`src/rtl/exc_pkg.sv`:
```
// Shared definitions for the exception dispatch block.
//
// Contents:
//   - exception code constants written by writeback into rstatus
//   - dispatch FSM state encoding
//   - FIFO entry layout {code, pc}
//   - vector_addr(): handler vector address for a code (wraps mod 2^32)
package exc_pkg;

  localparam logic [4:0] EXC_NONE     = 5'd0;
  localparam logic [4:0] EXC_ADD_OVF  = 5'd1;
  localparam logic [4:0] EXC_ADDI_OVF = 5'd2;
  localparam logic [4:0] EXC_SUB_OVF  = 5'd3;
  localparam logic [4:0] RSTATUS_IDX  = 5'd30;

  typedef enum logic [1:0] {
    IDLE     = 2'd0,
    REDIRECT = 2'd1,
    HANDLER  = 2'd2
  } exc_state_e;

  typedef struct packed {
    logic [4:0]  code;
    logic [31:0] pc;
  } exc_entry_t;

  // Each vector slot is one word, so the code is scaled by 4.
  function automatic logic [31:0] vector_addr(input logic [31:0] base,
                                              input logic [4:0]  code);
    return base + {25'b0, code, 2'b00};
  endfunction

endpackage

```
`src/rtl/exc_fifo.sv`:
```
// Synchronous event FIFO for exception_dispatch.
//
// Ports:
//   clock       system clock, rising edge
//   reset       asynchronous, active-low reset (empties the FIFO)
//   push        write push_entry this cycle
//   push_entry  entry to write
//   pop         remove the head entry this cycle
//   full        DEPTH entries held
//   empty       no entries held
//   head        oldest entry, all zeros while empty
//
// A push while full is accepted only when a pop happens in the same cycle;
// the freed slot is the one being written, so occupancy stays at DEPTH.
// A pop while empty is ignored.
module exc_fifo
  import exc_pkg::*;
#(
  parameter int DEPTH = 4
) (
  input  logic       clock,
  input  logic       reset,
  input  logic       push,
  input  exc_entry_t push_entry,
  input  logic       pop,
  output logic       full,
  output logic       empty,
  output exc_entry_t head
);

  localparam int AW = $clog2(DEPTH);

  exc_entry_t      mem [DEPTH];
  logic [AW-1:0]   wr_ptr;
  logic [AW-1:0]   rd_ptr;
  logic [AW:0]     count;
  logic            do_push;
  logic            do_pop;

  assign full    = (count == (AW+1)'(DEPTH));
  assign empty   = (count == '0);
  assign do_pop  = pop && !empty;
  assign do_push = push && (!full || do_pop);

  always_ff @(posedge clock) begin
    if (do_push) begin
      mem[wr_ptr] <= push_entry;
    end
  end

  always_ff @(posedge clock or negedge reset) begin
    if (!reset) begin
      wr_ptr <= '0;
      rd_ptr <= '0;
      count  <= '0;
    end else begin
      if (do_push) begin
        wr_ptr <= wr_ptr + AW'(1);
      end
      if (do_pop) begin
        rd_ptr <= rd_ptr + AW'(1);
      end
      case ({do_push, do_pop})
        2'b10:   count <= count + (AW+1)'(1);
        2'b01:   count <= count - (AW+1)'(1);
        default: count <= count;
      endcase
    end
  end

  assign head = empty ? '0 : mem[rd_ptr];

endmodule

```
`src/rtl/exception_dispatch.sv`:
```
// Exception dispatch: snoops writeback writes to the rstatus register,
// queues each nonzero overflow code with its faulting PC, and redirects
// fetch to the per-code handler vector with a valid/ready handshake. One
// handler runs at a time; eret releases the next queued event.
//
// Ports:
//   clock, reset        system clock / asynchronous active-low reset
//   wb_we, wb_dest,     writeback register write being snooped
//   wb_data, wb_pc
//   eret                handler return pulse from decode
//   exc_valid           redirect request to fetch
//   exc_ready           fetch accepts the redirect
//   exc_code            code of the head event (0 while queue empty)
//   exc_target          HANDLER_BASE + exc_code*4 (0 while queue empty)
//   exc_epc             faulting PC of the head event (0 while queue empty)
//   in_handler          a handler is executing
//   drop_cnt            saturating count of events lost to a full queue
//   rstatus_q           last nonzero value written to the status register
//
// Optional build macro EXC_COUNT_EN adds cnt_add / cnt_addi / cnt_sub,
// 16-bit saturating counts of accepted events per overflow code.
//
// FSM states:
//   IDLE     | no handler active, waiting for a queued event
//   REDIRECT | exc_valid asserted, head held until fetch accepts
//   HANDLER  | handler running, waiting for eret
module exception_dispatch
  import exc_pkg::*;
#(
  parameter int          DEPTH        = 4,
  parameter logic [31:0] HANDLER_BASE = 32'h0000_0100,
  parameter logic [4:0]  STATUS_REG   = RSTATUS_IDX
) (
  input  logic        clock,
  input  logic        reset,
  input  logic        wb_we,
  input  logic [4:0]  wb_dest,
  input  logic [31:0] wb_data,
  input  logic [31:0] wb_pc,
  input  logic        eret,
  output logic        exc_valid,
  input  logic        exc_ready,
  output logic [4:0]  exc_code,
  output logic [31:0] exc_target,
  output logic [31:0] exc_epc,
  output logic        in_handler,
  output logic [7:0]  drop_cnt,
  output logic [31:0] rstatus_q
`ifdef EXC_COUNT_EN
  ,
  output logic [15:0] cnt_add,
  output logic [15:0] cnt_addi,
  output logic [15:0] cnt_sub
`endif
);

  localparam logic [1:0] S_IDLE     = IDLE;
  localparam logic [1:0] S_REDIRECT = REDIRECT;
  localparam logic [1:0] S_HANDLER  = HANDLER;

  logic [1:0]  state;
  logic        exc_event;
  logic        fifo_pop;
  logic        fifo_full;
  logic        fifo_empty;
  exc_entry_t  push_entry;
  exc_entry_t  head;

  assign exc_event  = wb_we && (wb_dest == STATUS_REG) && (wb_data[4:0] != EXC_NONE);
  assign push_entry = '{code: wb_data[4:0], pc: wb_pc};

  // The queue is never empty in REDIRECT, so acceptance always pops.
  assign fifo_pop   = (state == S_REDIRECT) && exc_ready;

  exc_fifo #(
    .DEPTH (DEPTH)
  ) u_fifo (
    .clock      (clock),
    .reset      (reset),
    .push       (exc_event),
    .push_entry (push_entry),
    .pop        (fifo_pop),
    .full       (fifo_full),
    .empty      (fifo_empty),
    .head       (head)
  );

  always_ff @(posedge clock or negedge reset) begin
    if (!reset) begin
      state <= S_IDLE;
    end else begin
      case (state)
        S_IDLE:     if (!fifo_empty) state <= S_REDIRECT;
        S_REDIRECT: if (exc_ready)   state <= S_HANDLER;
        S_HANDLER:  if (eret)        state <= S_IDLE;
        default:                     state <= S_IDLE;
      endcase
    end
  end

  assign exc_valid  = (state == S_REDIRECT);
  assign in_handler = (state == S_HANDLER);
  assign exc_code   = head.code;
  assign exc_epc    = head.pc;
  assign exc_target = fifo_empty ? 32'h0 : vector_addr(HANDLER_BASE, head.code);

  // rstatus_q follows every event, including ones dropped by a full queue.
  always_ff @(posedge clock or negedge reset) begin
    if (!reset) begin
      rstatus_q <= '0;
      drop_cnt  <= '0;
    end else begin
      if (exc_event) begin
        rstatus_q <= wb_data;
      end
      if (exc_event && fifo_full && !fifo_pop && (drop_cnt != 8'hFF)) begin
        drop_cnt <= drop_cnt + 8'd1;
      end
    end
  end

`ifdef EXC_COUNT_EN
  always_ff @(posedge clock or negedge reset) begin
    if (!reset) begin
      cnt_add  <= '0;
      cnt_addi <= '0;
      cnt_sub  <= '0;
    end else if (fifo_pop) begin
      if (head.code == EXC_ADD_OVF && cnt_add != 16'hFFFF) begin
        cnt_add <= cnt_add + 16'd1;
      end
      if (head.code == EXC_ADDI_OVF && cnt_addi != 16'hFFFF) begin
        cnt_addi <= cnt_addi + 16'd1;
      end
      if (head.code == EXC_SUB_OVF && cnt_sub != 16'hFFFF) begin
        cnt_sub <= cnt_sub + 16'd1;
      end
    end
  end
`endif

endmodule
```
`config.mk`:
```
export PLATFORM = sky130hd
export DESIGN_NAME = exception_dispatch
export DESIGN_NICKNAME = d
export VERILOG_FILES = /design/src/rtl/exc_pkg.sv /design/src/rtl/exc_fifo.sv /design/src/rtl/exception_dispatch.sv
export SDC_FILE = /design/constraint.sdc
export NUM_CORES = 1
export LEC_CHECK = 0
export CAP_MARGIN = 5
export CORE_ASPECT_RATIO = 1.4
export CORE_MARGIN = 2
export CORE_UTILIZATION = 40
export DETAILED_ROUTE_END_ITERATION = 8
export GPL_ROUTABILITY_DRIVEN = 0
export PLACE_DENSITY = 0.69
export SLEW_MARGIN = 25
export SYNTH_ARGS = -nofsm -noshare
export SYNTH_HDL_FRONTEND = slang
export SYNTH_SLANG_ARGS = --single-unit
```
`constraint.sdc`:
```
create_clock -name clock -period 4.2 [get_ports clock]
set_input_delay 0.63 -clock clock [delete_from_list [all_inputs] [get_ports clock]]
set_output_delay 0.63 -clock clock [all_outputs]
set_load 0.005 [all_outputs]
```
== After elaboration in Yosys (flattened, before gate mapping) ==
Memories as Yosys holds them, arrays and structs flattened.
Index checks and enable logic that the tools add are counted.
Cells by class
  add/subtract/negate cells: 6
  eq/ne operators: 10
  multiplexer cells: 9
  reductions and logical operators: 17
Operator list (count)
  two-way mux 37 bit: 1
  adder 9 x 7 -> 10 bit, first input constant: 1
  two-way mux 10 bit: 1
  adder 8 x 1 -> 8 bit, second input constant: 1
  logical AND 1 bit: 8
  inequality test 8 bit, second input constant: 1
  two-way mux 2 bit: 3
  one-hot mux 2 bit (3 select lines): 1
  one-hot mux 3 bit (2 select lines): 1
  equality test 5 bit, second input constant: 1
  nonzero test 5 bit: 1
  adder 2 x 1 -> 2 bit, second input constant: 2
  equality test 2 x 1 -> 1 bit, second input constant: 2
  equality test 2 bit, second input constant: 2
  inequality test 2 bit, second input constant: 2
  adder 3 x 1 -> 3 bit, second input constant: 1
  equality test 3 bit, second input constant: 1
  zero test 1 bit: 3
  zero test 3 bit: 1
  AND reduction 3 bit: 1
  subtractor 3 x 1 -> 3 bit, second input constant: 1
  zero test 2 bit: 1
  two-way mux 1 bit: 2
  inequality test 2 x 1 -> 1 bit, second input constant: 1
  2 further kinds: 2
Storage, ports and cells
  bits in registers: 49
  RAM bits: 148
  bits of input ports: 74
  output and inout bits: 111
  word-level logic and storage cells: 49
  memories: 1
Memory list
  u_fifo.mem: words 4, width 37, rd ports 1, clocked after Yosys merged registers in 0, write ports 1, line exc_fifo.sv:33  | exc_entry_t mem [DEPTH];

== Logic depth before layout (Yosys ltp) ==
Gate-level depths: netlist of run 1.
  depth in word-level cells: 7
  mapped depth: 11
  mapped depth without buffers: 11

== Modules after synthesis ==
Synthesis of run 1 repeated with hierarchy kept, for this count alone.
Second synthesis, totals
  cell total of the unflattened synthesis: 425
  area, all modules: 8102.8 um2
Modules (own cells, without submodules)
  exc_fifo: instances 1, cells an instance 273, area each 6009.5 um2, sequential area each 4619.4 um2
  exception_dispatch: instances 1, cells an instance 152, area each 2093.3 um2, sequential area each 1051.0 um2

== Worst setup path after synthesis of run 1 ==
OpenSTA, ideal clock, no wires.
  kind: input -> register
  start point: in wb_we
  end point: mem u_fifo.mem[0][0] (netlist bit), enable pin
  setup time: 0.398 ns
  arrival: 2.471 ns
  required time: 3.802 ns
  setup slack: 1.331 ns
  cell stages on the path: 5
  buffers on the path: 1
  cells stage by stage: nand4_1 -> nor3b_4 -> and2_0 -> buf_2 -> and3_1
On the way
  word-level cells in the longest chain between the ends: 5
RTL lines
  from (decl): line exception_dispatch.sv:36  | input logic wb_we,
  logical AND 1 bit (2 in series): line exception_dispatch.sv:69  | assign exc_event = wb_we && (wb_dest == STATUS_REG) && (wb_data[4:0] != EXC_NONE);
  logical AND 1 bit: line exc_fifo.sv:43  | assign do_push = push && (!full || do_pop);
  two-way mux 1 bit: line exc_fifo.sv:46  | if (do_push) begin
  two-way mux 1 bit (not written as such): line exc_fifo.sv:47  | mem[wr_ptr] <= push_entry;
  to (decl): line exc_fifo.sv:33
No other way between the ends.

== Worst setup path after layout of run 1 ==
  start point: reg u_fifo.rd_ptr[0]
  end point: out exc_epc[5]
On the way
  word-level cells in the longest chain between the ends: 2
RTL lines
  from (decl): line exc_fifo.sv:35  | logic [AW-1:0] rd_ptr;
  from (signal assigned): line exc_fifo.sv:61  | rd_ptr <= rd_ptr + AW'(1);
  memory (4 x 37 bit)
  two-way mux 37 bit: line exc_fifo.sv:71  | assign head = empty ? '0 : mem[rd_ptr];
  to (decl): line exception_dispatch.sv:45  | output logic [31:0] exc_epc,
No other way between the ends.

==> metrics.txt, run 1 <==
Async SR Flop Fraction 0.2487; internal cell power 4.175 mW; crit path launch type register; Yosys cell types 35; global routing usage on met1 0.1814; share of cells above drive strength 1 0.1351; Die Y-Extent 170.7 um; FP Rows 61; most frequent cells after synthesis 148 x edfxtp_1, 99 x nand2_1, 49 x dfrtp_1; Setup crit end kind output pin; Place WS 1.078 ns; Clock power frac 0.279; worst vdd ir 0.2597 mV; core area 19690 um^2; wire length per cell 16.62 um; Setup Fix Bufs, Post-CTS 0; Vias 4404; Worst-Margin Slew 0.9368 ns; post-synth top area cell edfxtp_1; area of the mapped netlist 7936 um^2; Hold Buf Count CTS 0; pin count of the biggest net entering global routing 50; full die area 21000 um^2; Skew-Pair Late Insertion Delay 0.42 ns; Crit Path Class reg -> out; multi-input logic area 2018 um^2; period utilization 0.7833; GRT busiest layer met2; cell with the most instances after synthesis edfxtp_1; DRC 0; maximum clock rate 304.0 MHz; clock input transition at the sequential cells of the worst setup and hold paths 0.07 ns; xor/xnor share of the synthesized area 0.01324; CTS Root Cell clkbuf_16; Adder-Cell Fraction of Synth Area 0.01198; Ant. Diodes 0; antenna viol nets, final 0; drt first pass iters 4; Sw Ratio 0.2631; Final Skew 0.007450 ns; Yosys top cell area share 0.5600; # setup viols final 0; Buffers & Inverters on Critical Path 2; Post-synth EDFFs 148; combinational power share 0.297; Initial Utilization 0.4030; worst hold path class in -> async; Final Hold Vio Count 0; sequential share of power 0.423; status finished, final reports clean; initial antenna violation count 0; clk sinks 197; Post-DP Area 9737 um^2; mux contribution to synthesized area 0.1091; Inserted Clock Buffers 17; Lkg Pwr 3.837 nW; delay-heaviest family, CP buffers and inverters; fin util 0.5245; clk buf depth 2; total power 5.665 mW; Die Width 123.0 um; PostCTS Resize Cnt 0; routing usage on met2 0.2688; vias in the first global route 4747; worst path arrival time 2.66 ns; Worst Path Required 3.57 ns; Area growth syn-to-layout 30.13%; complex-gate fraction of the synthesized area 0.003941; Total Wirelength 15.25 mm; P_sw 1.490 mW; Seq/Total Area, Yosys 0.7145; Slew Viols, Final 0; Top FF cell, synth edfxtp_1; IO buf count 158; GR Overflow Total 0; Area contributors post-synth edfxtp_1 56%, dfrtp_1 15%, mux4_2 10%, nand2_1 4.7%, buf_4 3.0%; DP Wirelength 10.21 mm; post-route cell area 10330 um^2; final net count 734; crit-path max FO 16; post-layout min period 3.290 ns; global-route wire length before repair 24.30 mm; Slowest cell on crit path dfrtp_2; CTS tree yes; DRT iter0 DRCs 273; Post-Syn Instances 491; Max-Cap Viols 0; yosys warns 0; Cell Pwr Density 548.5 nW/um^2; syn_area_per_cell 16.16 um^2; I/O pin cnt 185; setup TNS 0 ns; Via density 4.797; Slew headroom 0.3754; combinational family with the most area after synthesis multiplexers; met3 Use GR 0.04733; overall routing resource usage 0.1539; Largest stage delay, worst path 0.65 ns; register area 5673 um^2; H-tree levels 4; Setup WS post-layout 0.9102 ns; worst path cell trace buf_4 > mux4_2 > and2_1 > clkdlybuf4s50_1; #FFs+latches synth 197; Simple-Gate Fraction of Synth Area 0.1031; RSZ-0062 raised after global routing no; Filler cells 1642
## power groups by stage
| stage | logic [mW] | clock network (mW) | registers (mW) |
|---|---|---|---|
| after floorplan | 0.955 | 0 | 2.32 |
| after global placement | 1.69 | 0 | 2.44 |
| after detailed placement | 1.72 | 0 | 2.45 |
| after CTS | 1.72 | 1.62 | 2.41 |
| after global routing | 1.86 | 1.71 | 2.43 |
| final | 1.68 | 1.58 | 2.40 |
## cells by family (layout without fill, tap and decap cells)
group | Yosys count | count (layout)
AO/OA/AOI/OAI | 5 | 5
AND/OR/NAND/NOR | 171 | 171
other | 1 | 26
adder cells (fa/ha/maj) | 7 | 7
XOR/XNOR | 12 | 12
buffers and inverters | 58 | 208
multiplexers | 40 | 40
flip-flops | 197 | 197
## state kept, by name, summed over array words and instances (netlist names)
name	cells
state	2
u_fifo.count	3
rstatus_q	32
u_fifo.rd_ptr	2
drop_cnt	8
u_fifo.mem	148
u_fifo.wr_ptr	2
## layout make-up
cell class / count / area share
clock buffers: 17 / 0.04119
clock inverters: 15 / 0.01599
inverters: 9 / 0.003271
multi-input cells: 261 / 0.1954
flip-flops and latches: 197 / 0.5493
well taps: 252 / 0.03053
repair buffers: 167 / 0.1643
## final timing paths
| kind | to | startpoint | slack, ns | depth (start not counted) |
|---|---|---|---|---|
| max | exc_epc[5] | u_fifo.rd_ptr[0] | 0.91 | 4 |
| min | drop_cnt[0] | reset | 0.22 | 1 |
| max reg2reg | u_fifo.count[2] | state[1] | 2.04 | 8 |
| min reg2reg | rstatus_q[17] | rstatus_q[17] | 0.47 | 2 |
| max in group asynchronous | u_fifo.rd_ptr[1] | reset | 3.52 | 1 |
| min in group clock | rstatus_q[17] | rstatus_q[17] | 0.47 | 2 |
## metrics by stage
stage               std cells  hold WS, ns
finish                    918       0.2215
detailed placement        886       0.4633
global route              918       0.2540
floorplan                 516       0.3344
CTS                       918       0.2304
global placement          886       0.4614
## layout by cell type (no fill, tap or decap), types with 6 or more instances in the layout
master,synthesis,layout
clkdlybuf4s50_1,0,157
clkbuf_16,0,17
ha_1,6,6
mux4_2,37,37
and2_1,37,37
inv_1,9,9
edfxtp_1,148,148
nor3_1,6,6
buf_4,32,6
dfrtp_1,49,47
xor2_1,8,8
nor2_1,6,6
conb_1,1,26
nand2_1,99,99
## per-layer routing
metal,vias up,wire length (um)
li1,2041,-
met1,2204,5944
met2,144,8110
met3,15,1014
met4,0,184
met5,-,0
## worst reg2reg max path, cell delays in order (launching register included)
cell      delay [ns]
dfrtp_1         0.40
nand3b_1        0.23
nor2b_1         0.31
ha_1            0.25
inv_1           0.06
fa_1            0.37
xor2_1          0.15
nor2_1          0.12
xor2_1          0.18
No activity file was read; power rests on OpenSTA's default activity.
==> run 2: changes to the inputs <==
clock period = 3.45 ns   (was 4.2 ns; I/O delays follow)
==> run 2 against run 1 <==
Die area unchanged. Sequential power increased by 19%. Worst setup slack got worse by 0.58 ns.
==> metrics.txt, run 2 (same netlist as run 1, synthesis figures left out) <==
Crit Path Class reg -> out; I/O pin cnt 185; CP Launch Point u_fifo.rd_ptr[0]; Lkg Pwr 3.868 nW; post-route cell area 10380 um^2; IO buf count 158; internal cell power 5.170 mW; DRC 0; pin count of the biggest net entering global routing 50; post-layout min period 3.123 ns; Max-Cap Viols 0; clk sinks 197; initial antenna violation count 0; maximum clock rate 320.2 MHz; Hold Buf Count CTS 0; Setup Fix Bufs, Post-CTS 0; Slew headroom 0.5353; drt first pass iters 4; Final Skew 0.009959 ns; global-route wire length before repair 24.56 mm; most flop-heavy register u_fifo.mem; crit-path max FO 14; sequential share of power 0.408; Skew-Pair Late Insertion Delay 0.43 ns; Inserted Clock Buffers 17; worst vdd ir 0.3328 mV; CTS Root Cell clkbuf_16; DP Wirelength 10.39 mm; PostCTS Resize Cnt 0; total power 6.997 mW; worst hold path class in -> async; Cell Pwr Density 674.2 nW/um^2; Via density 4.781; Vias 4408; Initial Utilization 0.4030; Slew Viols, Final 0; worst path arrival time 2.61 ns; full die area 21000 um^2; Regs by FF count u_fifo.mem: 148 flops, rstatus_q: 32 flops, drop_cnt: 8 flops; crit path launch type register; FP Rows 61; worst reg2reg endpoint u_fifo.count[2]; H-tree levels 4; Die Width 123.0 um; setup TNS 0 ns; antenna viol nets, final 0; clock input transition at the sequential cells of the worst setup and hold paths 0.07 ns; DRT iter0 DRCs 259; Clock power frac 0.287; core area 19690 um^2; Worst-Margin Slew 0.6918 ns; status finished, final reports clean; wire length per cell 16.78 um; clk buf depth 2; Worst Reg2Reg Path Length in Cells 8; r2r setup slk 0.99 ns; Worst Path Required 2.93 ns; CTS tree yes; RSZ-0062 raised after global routing no; share of cells above drive strength 1 0.1403; worst path cell trace buf_4 > mux4_2 > and2_1 > clkdlybuf4s50_1; R2R Path Start u_fifo.count[0]; overall routing resource usage 0.1549; commonest non-fill, non-tap cells in the layout 157 x clkdlybuf4s50_1, 148 x edfxtp_1, 99 x nand2_1, 47 x dfrtp_1; GR Overflow Total 0; Final Hold Vio Count 0; Sw Ratio 0.2610; combinational power share 0.305; Worst setup endpoint exc_epc[30]; Ant. Diodes 0; P_sw 1.826 mW; Area growth syn-to-layout 30.76%; commonest non-fill, non-tap cell in the layout clkdlybuf4s50_1; Setup crit end kind output pin; WHS 0.1096 ns; Total Wirelength 15.47 mm; Largest stage delay, worst path 0.62 ns; fin cells 922; # setup viols final 0; placed insts 890; Die Y-Extent 170.7 um; final net count 738; vias in the first global route 4684; number of flip-flops in the largest register 148; Post-DP Area 9767 um^2; Slowest cell on crit path dfrtp_2; period utilization 0.9052
==> run 2: cell count changes in the layout (fill, tap and decap cells not counted), sizes merged <==
cell    before  now
buf         10   14
bufinv       1    2
inv         15   17
clkinv       7    4
==> run 2: final cells by class <==
type                            instances  area (um^2)
Fill cell                            1630         9314
Sequential cell                       197         5673
Multi-Input combinational cell        261         2018
Timing Repair Buffer                  171         1727
Clock buffer                           17        425.4
Tap cell                              252        315.3
Clock inverter                         15        185.2
Inverter                                9        33.78
==> run 2: worst min-delay path by stage <==
stage	to	slack, ns	startpoint	cells past startpoint
floorplan	drop_cnt[0]	0.22	reset	0
detailed placement	rstatus_q[11]	0.47	rstatus_q[11]	2
global route	drop_cnt[3]	0.15	reset	1
CTS	drop_cnt[3]	0.12	reset	1
finish	drop_cnt[3]	0.11	reset	1
global placement	rstatus_q[20]	0.46	rstatus_q[20]	2
==> run 2: power groups by stage <==
stage	clock, mW	sequential, mW	combinational [mW]
floorplan	0	2.83	1.16
global placement	0	2.90	2.16
detailed placement	0	2.91	2.18
CTS	2.06	2.86	2.19
global route	2.14	2.88	2.34
finish	2.01	2.86	2.13
==> run 2: worst max-delay path: cells and delay by family (launching register included) <==
family / cells / cell delay [ns]
buffers and inverters: 2 / 0.80
multiplexers: 1 / 0.58
AND/OR/NAND/NOR: 1 / 0.18
flip-flops: 1 / 0.62
==> run 2: layer usage <==
| metal | track usage | vias to the layer above | routed length [um] |
|---|---|---|---|
| li1 | - | 2051 | - |
| met1 | 0.1889 | 2207 | 6242 |
| met2 | 0.2654 | 133 | 8156 |
| met3 | 0.04800 | 17 | 906 |
| met4 | 0.04249 | 0 | 161 |
| met5 | 0 | - | 0 |
==> run 2: through the flow <==
step,setup WS (ns),utilization
6_report,0.3272,0.5270
4_1_cts,0.2412,0.5270
3_3_place_gp,0.7252,0.4959
3_5_place_dp,0.6975,0.4960
2_1_floorplan,0.6938,-
5_1_grt,0.1419,0.5270
==> variant (flow settings as in run 1) <==
The option `EXC_COUNT_EN` is turned on by a define.
--- a/src/rtl/exception_dispatch.sv
+++ b/src/rtl/exception_dispatch.sv
@@ -25,4 +25,6 @@
 //   REDIRECT | exc_valid asserted, head held until fetch accepts
 //   HANDLER  | handler running, waiting for eret
+`define EXC_COUNT_EN
+
 module exception_dispatch
   import exc_pkg::*;
Formal check against the unedited RTL (old outputs only; new: cnt_add, cnt_addi and cnt_sub): equivalent (Yosys induction, for registers that start in step).
==> variant against run 1 <==
Register-to-register slack worse by 0.88 ns; sequential power is 21% higher; worst setup slack worse by 0.18 ns; cell area is 30% higher; maximum frequency is 5.1% lower; worst hold slack worse by 0.0028 ns; synthesized area is 29% higher; routed wire length is 41% higher; sequential cell count is 48 higher; total power is 25% higher.
==> variant: results (changes against run 1) <==
TIMING
-----------------------------------------------------------
Worst Skew ...................................   0.01601 ns   +0.008560 ns
Tightest hold margin .........................    0.2187 ns   -0.002784 ns

CLOCKING
-----------------------------------------------------------
Count of H-tree levels built during CTS ......            1   -3
Clk Tree Root Cell ...........................    clkbuf_16
Worst-case clock buffer depth ................            3   +1
Number of CTS-inserted buffers ...............           24   +7
Clk Latency, worst-skew pair .................      0.52 ns   +0.10 ns

PWR
-----------------------------------------------------------
Peak supply drop .............................    0.3873 mV   +49%
Static leakage ...............................     5.011 nW   +31%
Switching power of the nets ..................     1.831 mW   +23%

DRT
-----------------------------------------------------------
Average wire per standard cell ...............     18.15 µm   +9.2%
Met2 WL post-DR ..............................     11.64 mm   +44%
Routed wire length on met3 ...................       959 µm   -5.4%
Via density per instance .....................        4.972   +3.6%
Routed metal-1 wire length ...................     8.346 mm   +40%

GLOBAL ROUTING
-----------------------------------------------------------
Number of global-route vias before repair ....         6072   +28%
Global-route wire length before repair .......     33.82 mm   +39%
GRT Overall Usage ............................       15.75%   +0.36 points
Initial antenna violation count ..............            1   +1

PLACEMENT
-----------------------------------------------------------
Dpl cells ....................................         1143   +29%
Detailed placer's ending HPWL ................     14.23 mm   +39%

OUTCOME
-----------------------------------------------------------
Run status ...................................    completed

FINAL LAYOUT
-----------------------------------------------------------
Post-route design area .......................    13420 µm²   +30%
Total of fill cells in the finished design ...         2107   +28%
Number of nets in the finished design ........          934   +27%

SYNTH
-----------------------------------------------------------
Avg Inst Size Synth ..........................    16.16 µm²   about the same
Top cell types by occurrence after synthesis . edfxtp_1 (148), dfrtp_1 (97), and2_1 (46)
Cell variety after synth .....................           40   +14%
Fraction of registers with async set/reset ...       39.59%   +15 points

CRITICAL PATH
-----------------------------------------------------------
Worst R2R End ................................   cnt_add[1]
Largest fanout on the critical path ..........           21   +5
FF-to-FF Start ............................... u_fifo.rd_ptr[0]
Cells on worst reg2reg path ..................            5   -3
Worst-case register-to-register setup slack ..      1.16 ns   -0.88 ns

[variant: cell count changes in the layout (fill, tap and decap cells not counted), moves of 23 or more]
cell,change
nand2_1,-85
dfrtp_1,+48
nand3_1,+23
mux2_2,+38
clkdlybuf4s50_1,+48
xnor2_1,+41
[variant: worst max-delay path by stage]
stage / startpoint / endpoint
final: u_fifo.rd_ptr[0] / exc_epc[2]
after global placement: wb_we / u_fifo.mem[0][27]
after global routing: u_fifo.rd_ptr[0] / exc_epc[2]
after detailed placement: wb_we / u_fifo.mem[0][26]
after CTS: u_fifo.rd_ptr[0] / exc_epc[2]
after floorplan: wb_we / u_fifo.mem[0][0]
[variant: metal layers]
layer / track usage (%) / up-vias
met5: 0 / -
met2: 29.10 / 168
met4: 5.312 / 0
met1: 18.66 / 2976
li1: - / 2724
met3: 2.302 / 39
[variant: final cells by class]
type	instances	share of cell area, %
Clock buffer	31	4.831
Inverter	12	0.3357
Clock inverter	13	1.231
Multi-Input combinational cell	350	23.22
Antenna cell	1	0.01865
Tap cell	319	2.975
Timing Repair Buffer	217	16.15
Sequential cell	245	51.24
[variant: cells by family after synthesis]
group | synth area share, %
fa+ha+maj | 1.293
xor+xnor | 4.696
flops | 66.98
compound gates | 0.3172
simple gates | 10.18
mux | 12.81
buf+inv | 3.683
other cells | 0.03655
[variant: critical path, cell delays in order (launching register included)]
cell and delay (ns):
dfrtp_2 0.82, buf_12 0.30, mux4_2 0.51, and2_1 0.17
clkdlybuf4s50_1 0.50
[variant: power groups by stage]
stage	logic [mW]	clock network, mW	registers, mW
finish	1.98	2.21	2.91
global route	2.14	2.37	2.94
CTS	2.02	2.27	2.92
detailed placement	2.01	0	2.97
global placement	1.99	0	2.96
floorplan	1.11	0	2.83
[variant: through the flow]
step	total power [mW]	setup WS, ns
final	7.102	0.7344
after global routing	7.448	0.5701
after detailed placement	4.978	0.8447
after global placement	4.958	0.8720
after floorplan	3.943	1.196
after CTS	7.216	0.6597
